==> config.mk <==
export PLATFORM = sky130hd
export DESIGN_NAME = sensor_init_seq
export DESIGN_NICKNAME = d
export VERILOG_FILES = /design/src/rtl/sensor_init_seq.sv
export SDC_FILE = /design/constraint.sdc
export NUM_CORES = 1
export LEC_CHECK = 0
export CORE_MARGIN = 3
export CORE_UTILIZATION = 35
export DETAILED_ROUTE_END_ITERATION = 7
export PLACE_DENSITY = 0.63
export SLEW_MARGIN = 20
export SYNTH_ARGS = -nofsm -noshare
export SYNTH_HDL_FRONTEND = slang
export SYNTH_SLANG_ARGS = --single-unit
==> constraint.sdc <==
create_clock -name clk -period 6.2 [get_ports clk]
set_input_delay 0.93 -clock clk [delete_from_list [all_inputs] [get_ports clk]]
set_output_delay 0.93 -clock clk [all_outputs]
set_load 0.05 [all_outputs]
==> src/rtl/sensor_init_seq.sv <==
// Walks the camera-sensor init table in pROM and issues each register write
// to the SCCB master, handling delay entries, soft-reset waits and NACK retries.
module sensor_init_seq #(
  parameter int          AW             = 9,
  parameter logic [23:0] POWERUP_CYCLES = 24'd2700000,
  parameter logic [23:0] SWRST_CYCLES   = 24'd270000,
  parameter logic [15:0] DELAY_UNIT     = 16'd27000,
  parameter int          MAX_RETRY      = 2
) (
  input  logic          clk,
  input  logic          reset,
  input  logic          start,
  output logic [AW-1:0] rom_ad,
  output logic          rom_ce,
  output logic          rom_oce,
  input  logic [15:0]   rom_dout,
  output logic          sccb_valid,
  input  logic          sccb_ready,
  output logic [15:0]   sccb_reg,
  output logic [7:0]    sccb_data,
  input  logic          sccb_done,
  input  logic          sccb_nack,
  output logic          busy,
  output logic          done,
  output logic          error,
  output logic [7:0]    entry_cnt
);

  localparam int PW = AW - 1;
  localparam int RW = (MAX_RETRY < 1) ? 1 : $clog2(MAX_RETRY + 1);

  typedef enum logic [3:0] {
    IDLE, PWRUP, RD_A, LAT_A, RD_D, LAT_D, DECODE, ISSUE, WAIT, DELAY, FIN, FAIL
  } state_e;

  state_e         state_q, state_d;
  logic [PW-1:0]  ptr_q, ptr_d;
  logic [23:0]    cnt_q, cnt_d;
  logic [RW-1:0]  retry_q, retry_d;
  logic [15:0]    reg_q, reg_d;
  logic [7:0]     dat_q, dat_d;
  logic [15:0]    sccb_reg_q, sccb_reg_d;
  logic [7:0]     sccb_data_q, sccb_data_d;
  logic           busy_q, busy_d;
  logic           done_q, done_d;
  logic           error_q, error_d;
  logic [7:0]     entry_cnt_q, entry_cnt_d;
  logic           advance;

  always_ff @(posedge clk) begin
    if (reset) begin
      state_q     <= IDLE;
      ptr_q       <= '0;
      cnt_q       <= '0;
      retry_q     <= '0;
      reg_q       <= '0;
      dat_q       <= '0;
      sccb_reg_q  <= '0;
      sccb_data_q <= '0;
      busy_q      <= 1'b0;
      done_q      <= 1'b0;
      error_q     <= 1'b0;
      entry_cnt_q <= '0;
    end else begin
      state_q     <= state_d;
      ptr_q       <= ptr_d;
      cnt_q       <= cnt_d;
      retry_q     <= retry_d;
      reg_q       <= reg_d;
      dat_q       <= dat_d;
      sccb_reg_q  <= sccb_reg_d;
      sccb_data_q <= sccb_data_d;
      busy_q      <= busy_d;
      done_q      <= done_d;
      error_q     <= error_d;
      entry_cnt_q <= entry_cnt_d;
    end
  end

  always_comb begin
    state_d     = state_q;
    ptr_d       = ptr_q;
    cnt_d       = cnt_q;
    retry_d     = retry_q;
    reg_d       = reg_q;
    dat_d       = dat_q;
    sccb_reg_d  = sccb_reg_q;
    sccb_data_d = sccb_data_q;
    busy_d      = busy_q;
    done_d      = done_q;
    error_d     = error_q;
    entry_cnt_d = entry_cnt_q;
    advance     = 1'b0;
    rom_ad      = '0;
    rom_ce      = 1'b0;

    case (state_q)
      IDLE: begin
        if (start) begin
          done_d      = 1'b0;
          error_d     = 1'b0;
          entry_cnt_d = '0;
          ptr_d       = '0;
          busy_d      = 1'b1;
          cnt_d       = POWERUP_CYCLES;
          state_d     = PWRUP;
        end
      end
      PWRUP: begin
        if (cnt_q == '0) state_d = RD_A;
        else             cnt_d   = cnt_q - 24'd1;
      end
      RD_A: begin
        rom_ad  = {ptr_q, 1'b0};
        rom_ce  = 1'b1;
        state_d = LAT_A;
      end
      LAT_A: begin
        reg_d   = rom_dout;
        state_d = RD_D;
      end
      RD_D: begin
        rom_ad  = {ptr_q, 1'b1};
        rom_ce  = 1'b1;
        state_d = LAT_D;
      end
      LAT_D: begin
        dat_d   = rom_dout[7:0];
        state_d = DECODE;
      end
      DECODE: begin
        if (reg_q == 16'hFFFF) begin
          state_d = FIN;
        end else if (reg_q == 16'hFFFE) begin
          if (dat_q == 8'd0) begin
            advance = 1'b1;
          end else begin
            cnt_d   = 24'(DELAY_UNIT) * 24'(dat_q);
            state_d = DELAY;
          end
        end else begin
          sccb_reg_d  = reg_q;
          sccb_data_d = dat_q;
          retry_d     = '0;
          state_d     = ISSUE;
        end
      end
      ISSUE: begin
        if (sccb_ready) state_d = WAIT;
      end
      // A NACK re-issues the held command until the retry budget is spent.
      WAIT: begin
        if (sccb_done) begin
          if (!sccb_nack) begin
            if (entry_cnt_q != 8'hFF) entry_cnt_d = entry_cnt_q + 8'd1;
            if (reg_q == 16'h3008 && dat_q[7]) begin
              cnt_d   = SWRST_CYCLES;
              state_d = DELAY;
            end else begin
              advance = 1'b1;
            end
          end else if (retry_q == RW'(MAX_RETRY)) begin
            state_d = FAIL;
          end else begin
            retry_d = retry_q + 1'b1;
            state_d = ISSUE;
          end
        end
      end
      DELAY: begin
        if (cnt_q == '0) advance = 1'b1;
        else             cnt_d   = cnt_q - 24'd1;
      end
      FIN: begin
        done_d  = 1'b1;
        busy_d  = 1'b0;
        state_d = IDLE;
      end
      FAIL: begin
        error_d = 1'b1;
        busy_d  = 1'b0;
        state_d = IDLE;
      end
      default: state_d = IDLE;
    endcase

    // Running off the end of the table without a terminator is an error.
    if (advance) begin
      if (ptr_q == '1) begin
        state_d = FAIL;
      end else begin
        ptr_d   = ptr_q + 1'b1;
        state_d = RD_A;
      end
    end
  end

  assign rom_oce    = 1'b1;
  assign sccb_valid = (state_q == ISSUE);
  assign sccb_reg   = sccb_reg_q;
  assign sccb_data  = sccb_data_q;
  assign busy       = busy_q;
  assign done       = done_q;
  assign error      = error_q;
  assign entry_cnt  = entry_cnt_q;

endmodule

After elaboration in Yosys (flattened, before gate mapping)
Cells that the tools add are included.
{"block": "totals", "regBits": 97, "input_bits": 22, "out_inout_bits": 47}
{"block": "op_classes", "addsub": 4, "mul": 1, "n_eq_ne": 36, "mux": 52, "bitwise": 2, "reduce_logical": 21}
{"cell": "24-bit 2-to-1 mux", "n": 8}
{"cell": "24-bit one-hot mux with 4 select lines", "n": 1}
{"cell": "8-bit 2-to-1 mux", "n": 8}
{"cell": "4-bit 2-to-1 mux", "n": 12}
{"cell": "4-bit one-hot mux with 10 select lines", "n": 1}
{"cell": "16-bit == test (second input constant)", "n": 2}
{"cell": "2-bit inequality test (second input constant)", "n": 13}
{"cell": "24-bit logical NOT", "n": 1}
{"cell": "24-bit by 1-bit subtractor with 24-bit output (second input constant)", "n": 1}
{"cell": "12-bit by 8-bit multiplier with 20-bit output (first input constant)", "n": 1}
{"cell": "9-bit one-hot mux with 2 select lines", "n": 1}
{"cell": "8-bit by 1-bit adder with 8-bit output (second input constant)", "n": 2}
{"cell": "16-bit by 14-bit == test with 1-bit output (second input constant)", "n": 1}
{"cell": "4-bit by 3-bit == test with 1-bit output (second input constant)", "n": 4}
{"cell": "4-bit == test (second input constant)", "n": 4}
{"cell": "8-bit one-hot mux with 2 select lines", "n": 1}
{"cell": "1-bit 2-to-1 mux", "n": 10}
{"cell": "2-bit 2-to-1 mux", "n": 5}
{"cell": "2-bit nonzero test", "n": 5}
{"cell": "3-bit inequality test (second input constant)", "n": 3}
{"cell": "9-bit AND reduction", "n": 1}
{"cell": "4-bit by 2-bit == test with 1-bit output (second input constant)", "n": 2}
{"cell": "8-bit == test (second input constant)", "n": 1}
{"cell": "8-bit logical NOT", "n": 1}
{"cell": "20 further kinds", "n": 27}

Depth between registers and ports, before layout
Gate-level depths: netlist (run 1).
{"block": "logic_depth", "depth_word": 8, "ltp_mapped": 15, "depth_no_buf": 15}

Least setup slack after synthesis (run 1)
No wires, ideal clock.
{"block": "synth_timing", "path_kind": "flip-flop to flip-flop", "from": "register dat_q[6]", "to": "register cnt_q[21]", "arrival_ps": 4261, "required_time_ps": 6069, "setup_slack_ps": 1809, "stages_incl_launch_ff": 16, "n_path_buf": 0, "period_less_slack_ps": 4391, "path_cell_list": "dfxtp_1 -> inv_1 -> ha_1 -> inv_1 -> fa_1 -> inv_1 -> fa_1 -> fa_1 -> ha_1 -> a211oi_1 -> a211oi_1 -> a2111oi_0 -> nor2_1 -> o41ai_1 -> mux2i_1 -> o32ai_1"}
{"block": "synth_via", "elab_chain_cells": 5}
{"item": "start: declaration", "line": "41", "text": "logic [7:0] dat_q, dat_d;"}
{"item": "start signal: assignment", "line": "70", "text": "dat_q <= dat_d;"}
{"item": "12-bit by 8-bit multiplier with 20-bit output", "line": "138", "text": "cnt_d = 24'(DELAY_UNIT) * 24'(dat_q);"}
{"item": "24-bit 2-to-1 mux", "line": "135", "text": "if (dat_q == 8'd0) begin"}
{"item": "24-bit 2-to-1 mux", "line": "134", "text": "end else if (reg_q == 16'hFFFE) begin"}
{"item": "24-bit 2-to-1 mux", "line": "132", "text": "if (reg_q == 16'hFFFF) begin"}
{"item": "24-bit one-hot mux with 4 select lines", "line": "97", "text": "case (state_q)"}
{"item": "end signal: assignment", "line": "67", "text": "cnt_q <= cnt_d;"}
{"item": "end: declaration", "line": "38", "text": "logic [23:0] cnt_q, cnt_d;"}
Several ways; a longest one is shown, not always the timed one. The select of a mux whose other input is x is not followed.
A chain may end at the register's enable or synchronous reset.

Worst setup path in the final report (run 1)
Same ends and word-level chain as after synthesis.

==> impl_metrics.toml, run 1 <==
[yosys]
synth_nets = 959
synthMuxAreaShare_pct = 2.07
synth_compound_gate_area_share_pct = 17.0
syn_inst = 852
netlist_area_um2 = 6780
synth_fa_ha_area_share_pct = 18.5
yosysSeqAreaShare_pct = 28.6
synth-simple-area-share_pct = 23.0
yosysWarningCount = 0
syn_avg_cell_area_um2 = 7.96
synth_seq_cells = 97
synth-xor-area-share_pct = 4.00
async_flop_share_pct = 0
yosys_most_used_dff = "dfxtp_1"
synth_top_family_by_area = "simple AND/OR/NAND/NOR gates"
synth_cell_types = 66
synth-edff-count = 0

[critical_path]
crit_arrival_ns = 5.19
crit_required_ns = 6.43
path_max_fanout = 7
startpoint_type = "flip-flop"
path_class = "reg2reg"
worst_setup_path_end_kind = "flip-flop"

[timing]
slew_viol_final = 0
final_hold_viol_count = 0
setup-violations-final = 0
worstMarginPinSlew_ns = 1.04
min_period_over_period_pct = 80.0
min_period_ns = 4.96
tns_ns = 0
rsz0062_at_grt = "no"
skew_ns = 0.00964
max_freq_ghz = 0.202
max_slew_margin_pct = 30.5

[clock_network]
postCtsSetupRepairBufs = 0
clk_pin_slew_ns = 0.07
htree_num_levels = 3
cts.sinks = 97
cts_root_buf = "clkbuf_16"
cts_resized = 0
clkLatencyLatePin_ns = 0.36
cts_hold_buf = 0
tritoncts = "built"
cts_buffers = 9
clockBufferDepth = 2

[route]
ant_nets = 0
drt_iter0_drc = 436
drt_wl_total_mm = 17.3
drc = 0
vias = 6050
via_per_inst = 5.21
drtPass1Iterations = 5
wire_per_inst_um = 14.9

[placement]
dpl.hpwl_mm = 12.7
io_buffer_count = 67
place.gp.congestion = 0.862
dp.cells = 1145

[grt]
grt_overflow_total = 0
grt_max_degree = 53
use_met1_pct = 23.8
grt_pass1_wl_mm = 29.4
grt_pass1_vias = 5709
antenna_found_initial = 0
gr-usage-all-layers_pct = 16.6
met3_usage_pct = 3.40
grt-busiest-layer = "met2"
met2_usage_pct = 25.6

[layout]
largest_reg_flops = 24
stdcell_count = 1161
drive_gt1_share_pct = 3.88
nets = 1003
postLayoutCoreUtil_pct = 42.1
antennaDiodeCount = 0
area_growth_pct = 17.3
fillers = 1957

[power]
p_leak_uw = 0.00320
power_density_nw_per_um2 = 318
vdd_drop_max_mv = 0.145

[run_status]
outcome = "completed"

[floorplan]
initial_utilization_pct = 35.9
die_x_um = 145
die_y_um = 145
core_area_um2 = 18900
die_area_um2 = 21100
rows = 50
io_pins = 69

[min_path]
holdCritPathClass = "reg2reg"

[run]
cap_violations = 0
[worst max-delay path, stage by stage, from the launching register on]
cell       delay, ns
dfxtp_1         0.48
inv_1           0.15
ha_1            0.34
inv_1           0.07
fa_1            0.51
inv_1           0.06
fa_1            0.48
fa_1            0.49
ha_1            0.41
a211oi_1        0.30
o211ai_1        0.17
a2111oi_0       0.49
nor2_1          0.20
o41ai_1         0.36
mux2i_1         0.25
o32ai_1         0.09
[stage by stage]
step	total power (uW)	cell area, um^2	setup WS [ns]	hold slack (ns)
detailed placement	1940	7650	1.31	0.448
finish	2530	7950	1.24	0.455
floorplan	1680	6780	1.81	0.436
global placement	1930	7650	1.43	0.442
global route	2730	7950	0.864	0.480
CTS	2540	7950	1.27	0.458
[path summary, 6_finish.rpt]
check	endpoint	slack, ns	cells past startpoint	from
max	cnt_q[21]	1.24	15	dat_q[6]
min reg2reg	sccb_reg[2]	0.46	2	sccb_reg[2]
max reg2reg	cnt_q[21]	1.24	15	dat_q[6]
min	sccb_reg[2]	0.46	2	sccb_reg[2]
[cells in the final DEF (no fill, tap or decap), types with 6 or more instances in the layout]
master / count
xor2_1: 14
clkbuf_16: 9
nor3_1: 24
inv_1: 82
fa_1: 25
o211ai_1: 7
ha_1: 60
a31oi_1: 9
mux2i_1: 14
and3_1: 10
nand4_1: 11
nor4_1: 10
a21oi_1: 76
xnor2_1: 17
dfxtp_1: 97
nor2_1: 68
clkdlybuf4s50_1: 66
and2_1: 8
or3_1: 6
nand3_1: 20
a211oi_1: 10
nand2b_1: 10
o21ai_0: 43
nand2_1: 112
o22ai_1: 6
[synth_stat cells (all sizes together), types with 6 or more instances]
cell    number  area share (%)
ha          60              11
fa          25             7.4
clkbuf      27             1.5
xnor2       17             2.2
o22ai        6            0.55
o21ai       44             3.2
dfxtp       97              29
nor3        25             1.8
o211ai       7            0.78
or3          6            0.55
nand3       21             1.6
a31oi        9            0.83
nand4       11             1.0
nor2        70             4.0
and2         8            0.74
nand2b      10            0.92
a211oi      10             1.1
xor2        14             1.8
a21oi       76             5.6
nand2      112             6.2
inv         82             4.5
buf         10            0.76
mux2i       14             2.1
and3        10            0.92
nor4        11             1.2
[routing by layer]
| layer | share of wire, % | routed length (um) | vias to the layer above |
|---|---|---|---|
| li1 | - | - | 3036 |
| met1 | 50 | 8730 | 2858 |
| met2 | 44 | 7610 | 143 |
| met3 | 4.4 | 754 | 13 |
| met4 | 1.2 | 200 | 0 |
| met5 | 0 | 0 | - |
[layout make-up]
class / count / area [um^2] / area share (%)
Timing Repair Buffer: 70 / 688 / 8.65
Tap cell: 260 / 325 / 4.09
Sequential cell: 97 / 1940 / 24.4
Multi-Input combinational cell: 636 / 4390 / 55.1
Inverter: 82 / 308 / 3.87
Clock buffer: 11 / 243 / 3.05
Clock inverter: 5 / 62.6 / 0.787
[logic make-up after synthesis]
| logic type | count (synthesis) |
|---|---|
| AND/OR/NAND/NOR | 316 |
| AO/OA/AOI/OAI | 189 |
| buffers and inverters | 119 |
| flip-flops | 97 |
| adder cells (fa/ha/maj) | 85 |
| XOR/XNOR | 31 |
| multiplexers | 14 |
| other | 1 |
[report_power, final]
part	internal [uW]	switching, uW	total [uW]
clock network	327	263	590
logic	414	711	1120
registers	696	121	817
total	1440	1100	2530
No activity file was read; power rests on OpenSTA's default activity.
==> run 2: changes to the inputs <==
PLACE_DENSITY = 0.64   (was 0.63)
clock period = 4.4 ns   (was 6.2 ns; I/O delays follow)
==> run 2 against run 1 <==
Net effect: fmax rose by 15%; die area did not move; design area rose by 5.2%; total power rose by 47%; sequential power rose by 36%; highest routed layer unchanged; critical path depth did not move; wire length rose by 2.4%; largest power group unchanged; critical path type unchanged.
==> impl_metrics.toml, run 2 (synthesis results as in run 1) <==
[layout]
postLayoutCoreUtil_pct = 44.3
antennaDiodeCount = 0
area_growth_pct = 23.5
mostFrequentLayoutCells = "nand2_1 (112), dfxtp_1 (92), inv_1 (80), a21oi_1 (75), nor2_1 (67)"
fillers = 1923
layout_commonest_cell = "nand2_1"
largest_reg_flops = 24
drive_gt1_share_pct = 10.5
stdcell_count = 1202
nets = 1044

[floorplan]
initial_utilization_pct = 35.9
die_area_um2 = 21100
core_area_um2 = 18900
io_pins = 69
die_y_um = 145
die_x_um = 145
rows = 50

[critical_path]
ff2ff_setup_slack_ns = 0.10
crit_required_ns = 4.61
crit_path_end = "cnt_q[21]"
worst_setup_path_end_kind = "flip-flop"
r2r-end = "cnt_q[21]"
path_max_fanout = 6
worstPathCellList = "fa_1 -> inv_2 -> fa_2 -> inv_2 -> fa_2 -> fa_1 -> ha_4 -> buf_4 -> o21ai_1 -> a211oi_2 -> a2111oi_2 -> nor2_1 -> o41ai_2 -> mux2i_1 -> o32ai_1"
startpoint_type = "flip-flop"
path_class = "reg2reg"
worstSetupStartpoint = "dat_q[5]"
reg2reg_from = "dat_q[5]"
rr_worst_depth = 15
crit_arrival_ns = 4.51
crit_path_top_delay_cell = "fa_1"
cp_slowest_stage_delay_ns = 0.58

[clock_network]
cts_hold_buf = 0
cts_buffers = 9
cts.sinks = 97
clockBufferDepth = 2
htree_num_levels = 3
clk_pin_slew_ns = 0.07
clkLatencyLatePin_ns = 0.36
tritoncts = "built"
cts_root_buf = "clkbuf_16"

[power]
vdd_drop_max_mv = 0.225
p_leak_uw = 0.00345
power_density_nw_per_um2 = 444
power_uw = 3710

[grt]
antenna_found_initial = 0
grt_pass1_wl_mm = 29.0
grt_pass1_vias = 5811
grt_overflow_total = 0
gr-usage-all-layers_pct = 16.5
grt_max_degree = 47

[route]
via_per_inst = 5.17
drc = 0
drt_iter0_drc = 483
vias = 6218
wire_per_inst_um = 14.7
drt_wl_total_mm = 17.7
ant_nets = 0
drtPass1Iterations = 6

[placement]
dp.cells = 1185
dpl.hpwl_mm = 13.0
place.gp.congestion = 0.901
io_buffer_count = 67

[timing]
min_period_ns = 4.30
final_hold_viol_count = 0
worstMarginPinSlew_ns = 1.06
max_slew_margin_pct = 28.8
min_period_over_period_pct = 97.7
rsz0062_at_grt = "yes"
slew_viol_final = 0
tns_ns = 0
max_freq_ghz = 0.233
skew_ns = 0.00745
setup-violations-final = 0

[run]
cap_violations = 0

[run_status]
outcome = "completed"

[min_path]
holdCritPathClass = "reg2reg"
min_path_cells = 2
## run 2: cell types whose count changed in the layout (fill, tap and decap cells not counted), sizes merged
cell      delta
clkinv       +2
clkbuf       -1
clkinvlp     -1
buf         +41
## run 2: cell type report
type	count	area (um^2)	area share (%)
repair buffers	111	1000	11.9
clock buffers	10	239	2.86
flip-flops and latches	97	1950	23.3
well taps	260	325	3.89
clock inverters	6	65.1	0.777
inverters	82	308	3.68
multi-input cells	636	4490	53.6
## run 2: worst min path at each step
stage	slack (ns)	startpoint	endpoint
after floorplan	0.44	retry_q[1]	retry_q[1]
after global placement	0.44	sccb_data[7]	sccb_data[7]
after detailed placement	0.45	sccb_data[7]	sccb_data[7]
after CTS	0.46	sccb_data[7]	sccb_data[7]
after global routing	0.47	sccb_data[1]	sccb_data[1]
final	0.45	sccb_data[2]	sccb_data[2]
## run 2: worst max-delay path, delay by kind of cell, from the launching register on
kind,cells,cell delay [ns]
fa+ha+maj,5,2.20
compound gates,5,1.00
flops,1,0.33
buf+inv,3,0.25
mux,1,0.24
simple gates,1,0.12
## run 2: layer usage
metal | up-vias | track usage [%] | wire length [um] | part of all wire, %
li1 | 3128 | - | - | -
met1 | 2915 | 22.7 | 8460 | 48
met2 | 159 | 26.4 | 8170 | 46
met3 | 16 | 3.06 | 857 | 4.8
met4 | 0 | 4.94 | 228 | 1.3
met5 | - | 0 | 0 | 0
## run 2: what timing repair did
item / 4_1_cts / 5_1_grt
gates resized for setup: 10 / 18
setup buffers: 3 / 0
pin swaps: 10 / 18
setup endpoints to repair: 3 / 8
## run 2: power by group
group / total [uW] / leakage [uW] / switching (uW) / internal, uW
combinational: 1780 / 0.00251 / 1080 / 697
sequential: 1110 / 0.000789 / 128 / 982
clock: 824 / 0.000149 / 366 / 458
total: 3710 / 0.00345 / 1580 / 2140
## run 2: stage by stage
step | instance area, um^2 | hold slack [ns] | setup slack [ns]
6_report | 8370 | 0.454 | 0.101
5_1_grt | 8370 | 0.471 | -0.0933
4_1_cts | 8310 | 0.456 | 0.000966
3_5_place_dp | 7950 | 0.446 | -0.208
3_3_place_gp | 7950 | 0.442 | -0.149
2_1_floorplan | 6780 | 0.436 | 0.00851
==> RTL change 1 (config.mk and constraints of run 1) <==
The 12 states of `state_e` get a one-hot encoding in 12 bits.
--- a/src/rtl/sensor_init_seq.sv
+++ b/src/rtl/sensor_init_seq.sv
@@ -29,8 +29,8 @@
   localparam int PW = AW - 1;
   localparam int RW = (MAX_RETRY < 1) ? 1 : $clog2(MAX_RETRY + 1);
 
-  typedef enum logic [3:0] {
-    IDLE, PWRUP, RD_A, LAT_A, RD_D, LAT_D, DECODE, ISSUE, WAIT, DELAY, FIN, FAIL
+  typedef enum logic [11:0] {
+    IDLE = 12'b000000000001, PWRUP = 12'b000000000010, RD_A = 12'b000000000100, LAT_A = 12'b000000001000, RD_D = 12'b000000010000, LAT_D = 12'b000000100000, DECODE = 12'b000001000000, ISSUE = 12'b000010000000, WAIT = 12'b000100000000, DELAY = 12'b001000000000, FIN = 12'b010000000000, FAIL = 12'b100000000000
   } state_e;
 
   state_e         state_q, state_d;
Function: same outputs for any inputs over 10 cycles, from zero or initial values and one cycle with reset high; not proved beyond that.
==> RTL change 1 against run 1 <==
- sequential cell count grew 8
- die area grew 4.8%
- utilization grew 0.054 points
- synthesized area grew 5.0%
- routed wire length grew 8.0%
- setup slack gained 0.50 ns
- final area grew 4.5%
- count of clock-buffer cells in the layout shrank 1
- global-route usage grew 0.51 points
- via count grew 3.4%
- largest cell class unchanged
- highest routed layer unchanged
Power is not compared: it rests on default switching activity, and its combinational part moved more than twofold at a synthesized area within 25%.
==> RTL change 1: results <==
[global_route]
grt.met3_usage_pct = 3.169
met1_usage_pct = 25.09
first_global_vias = 5936
use_met2_pct = 26.03
grt_max_degree = 76
grt_pass1_wl_um = 30960

[yosys]
synthTopCellsByCount = nand2_1 (108), dfxtp_1 (105), a21oi_1 (88), inv_1 (79), nor2_1 (64)
ys_seq_area_share_pct = 29.53
synthesis.nets = 993
synth_cells = 885
synth.distinct_cells = 69

[placed_design]
gp_congestion = 0.9028
dp_slack_ns = 1.745
place_hpwl_um = 13740

[critical_path]
rr_worst_depth = 14
r2r_end = cnt_q[18]
cp_max_fo = 10
cp_slowest_cell = dfxtp_1
critPathMaxStageDelay_ns = 0.55
rr_startpoint = dat_q[7]

[drt]
wl_met1_um = 9425
vias = 6258
wl_um = 18680

[finish]
drive_gt1_share_pct = 3.961
num-nets-final = 1037

[timing]
fin_crit_sh_pct = 71.99
fin_hold_ws_ns = 0.4565

[outcome]
outcome = completed
==> RTL change 1: cell types whose count changed after synthesis, moves of 7 or more <==
cell and change:
a21oi_1 +12, o21ai_0 +20, dfxtp_1 +8, or3_1 +7
==> RTL change 1: cells by family after synthesis <==
logic type | count (synthesis) | share of synthesized area, %
and+or+nand+nor | 323 | 23.25
AOI/OAI and AO/OA | 207 | 17.15
buffers and inverters | 118 | 6.467
DFF | 105 | 29.53
adders and majority gates | 86 | 17.75
xor gates and xnor gates | 31 | 3.814
muxes | 14 | 1.986
other | 1 | 0.05267
==> RTL change 1: cell type report <==
class | count | area, um^2
Clock inverter | 6 | 56.30
Sequential cell | 105 | 2102
Timing Repair Buffer | 72 | 703.2
Tap cell | 265 | 331.6
Multi-Input combinational cell | 662 | 4583
Fill cell | 1983 | 11410
Clock buffer | 10 | 239.0
Inverter | 79 | 296.5
==> RTL change 2 (settings of run 1) <==
Without the edit above. Set the parameter `AW` to 10 (it was 9).
--- a/src/rtl/sensor_init_seq.sv
+++ b/src/rtl/sensor_init_seq.sv
@@ -1,7 +1,7 @@
 // Walks the camera-sensor init table in pROM and issues each register write
 // to the SCCB master, handling delay entries, soft-reset waits and NACK retries.
 module sensor_init_seq #(
-  parameter int          AW             = 9,
+  parameter int          AW             = 10,
   parameter logic [23:0] POWERUP_CYCLES = 24'd2700000,
   parameter logic [23:0] SWRST_CYCLES   = 24'd270000,
   parameter logic [15:0] DELAY_UNIT     = 16'd27000,
Ports: changed (resized rom_ad); port bits go from 69 to 70. The function was not compared with the original's and may differ.
==> RTL change 2 against run 1 <==
- power is 7.0% higher
- highest routed layer unchanged
- final area decreased by 0.38%
- cell count down 2.7%
- critical endpoint is now cnt_q[20]
- critical path type unchanged
- setup slack worse by 0.13 ns
- routed wire length up 0.38%
- sequential power grew 2.7%
- largest power group unchanged
- synthesized area is 0.74% lower
- utilization rose by 0.12 points
- sequential cell count increased by 1
==> RTL change 2: results <==
[critical_path]
cp_slowest_cell = a2111oi_0
rr_startpoint = dat_q[7]
cp_max_fo = 9
arrival_ns = 5.35
critPathMaxStageDelay_ns = 0.89
rr_worst_depth = 14
reg2reg_setup_slack_ns = 1.11

[power_and_ir_drop]
p_int_mw = 1.507
leakage_nw = 3.161

[global_route]
grt_usage_pct = 16.77
first_global_vias = 5533
grt.met3_usage_pct = 2.530
met1_usage_pct = 23.98

[yosys]
synthTopCellsByCount = nand2_1 (116), dfxtp_1 (98), inv_1 (77), a21oi_1 (70), nor2_1 (70)
synthesis.nets = 948
synth.distinct_cells = 64
ys_seq_area_share_pct = 29.15

[outcome]
outcome = completed

[drt]
vias = 5961
drtIter0Drc = 298
wl_met3_um = 752
routed-wl-met2_um = 7893
wl_um = 17370
wl_met1_um = 8468

[placed_design]
gp_congestion = 0.9052
placed_area_mm2 = 0.007614
place_hpwl_um = 12980

[hold_path]
hold_end = sccb_reg[11]

[finish]
final_area_mm2 = 0.007924
drive_gt1_share_pct = 3.795
num-nets-final = 998
n_fill_cell = 1921

[timing]
clock_skew_ns = 0.01176
fin_hold_ws_ns = 0.4572
[RTL change 2: power by group through the flow]
stage,clock network (mW),logic [mW],registers [mW]
6_report,0.604,1.27,0.839
2_1_floorplan,0,0.991,0.792
3_3_place_gp,0,1.25,0.849
5_1_grt,0.640,1.42,0.860
4_1_cts,0.621,1.27,0.836
3_5_place_dp,0,1.26,0.850
[RTL change 2: kinds of logic after synthesis]
kind of cell | share of synthesized area, %
other | 0.05572
adder cells (fa/ha/maj) | 18.59
buffers and inverters | 6.414
multiplexers | 1.933
AND/OR/NAND/NOR | 22.92
AO/OA/AOI/OAI | 16.64
flip-flops | 29.15
XOR/XNOR | 4.294
[RTL change 2: area by class of cell]
class	count	area share, %
flip-flops and latches	98	24.76
well taps	234	3.695
multi-input cells	630	54.79
clock inverters	6	0.9000
clock buffers	10	3.016
repair buffers	75	9.190
inverters	77	3.648
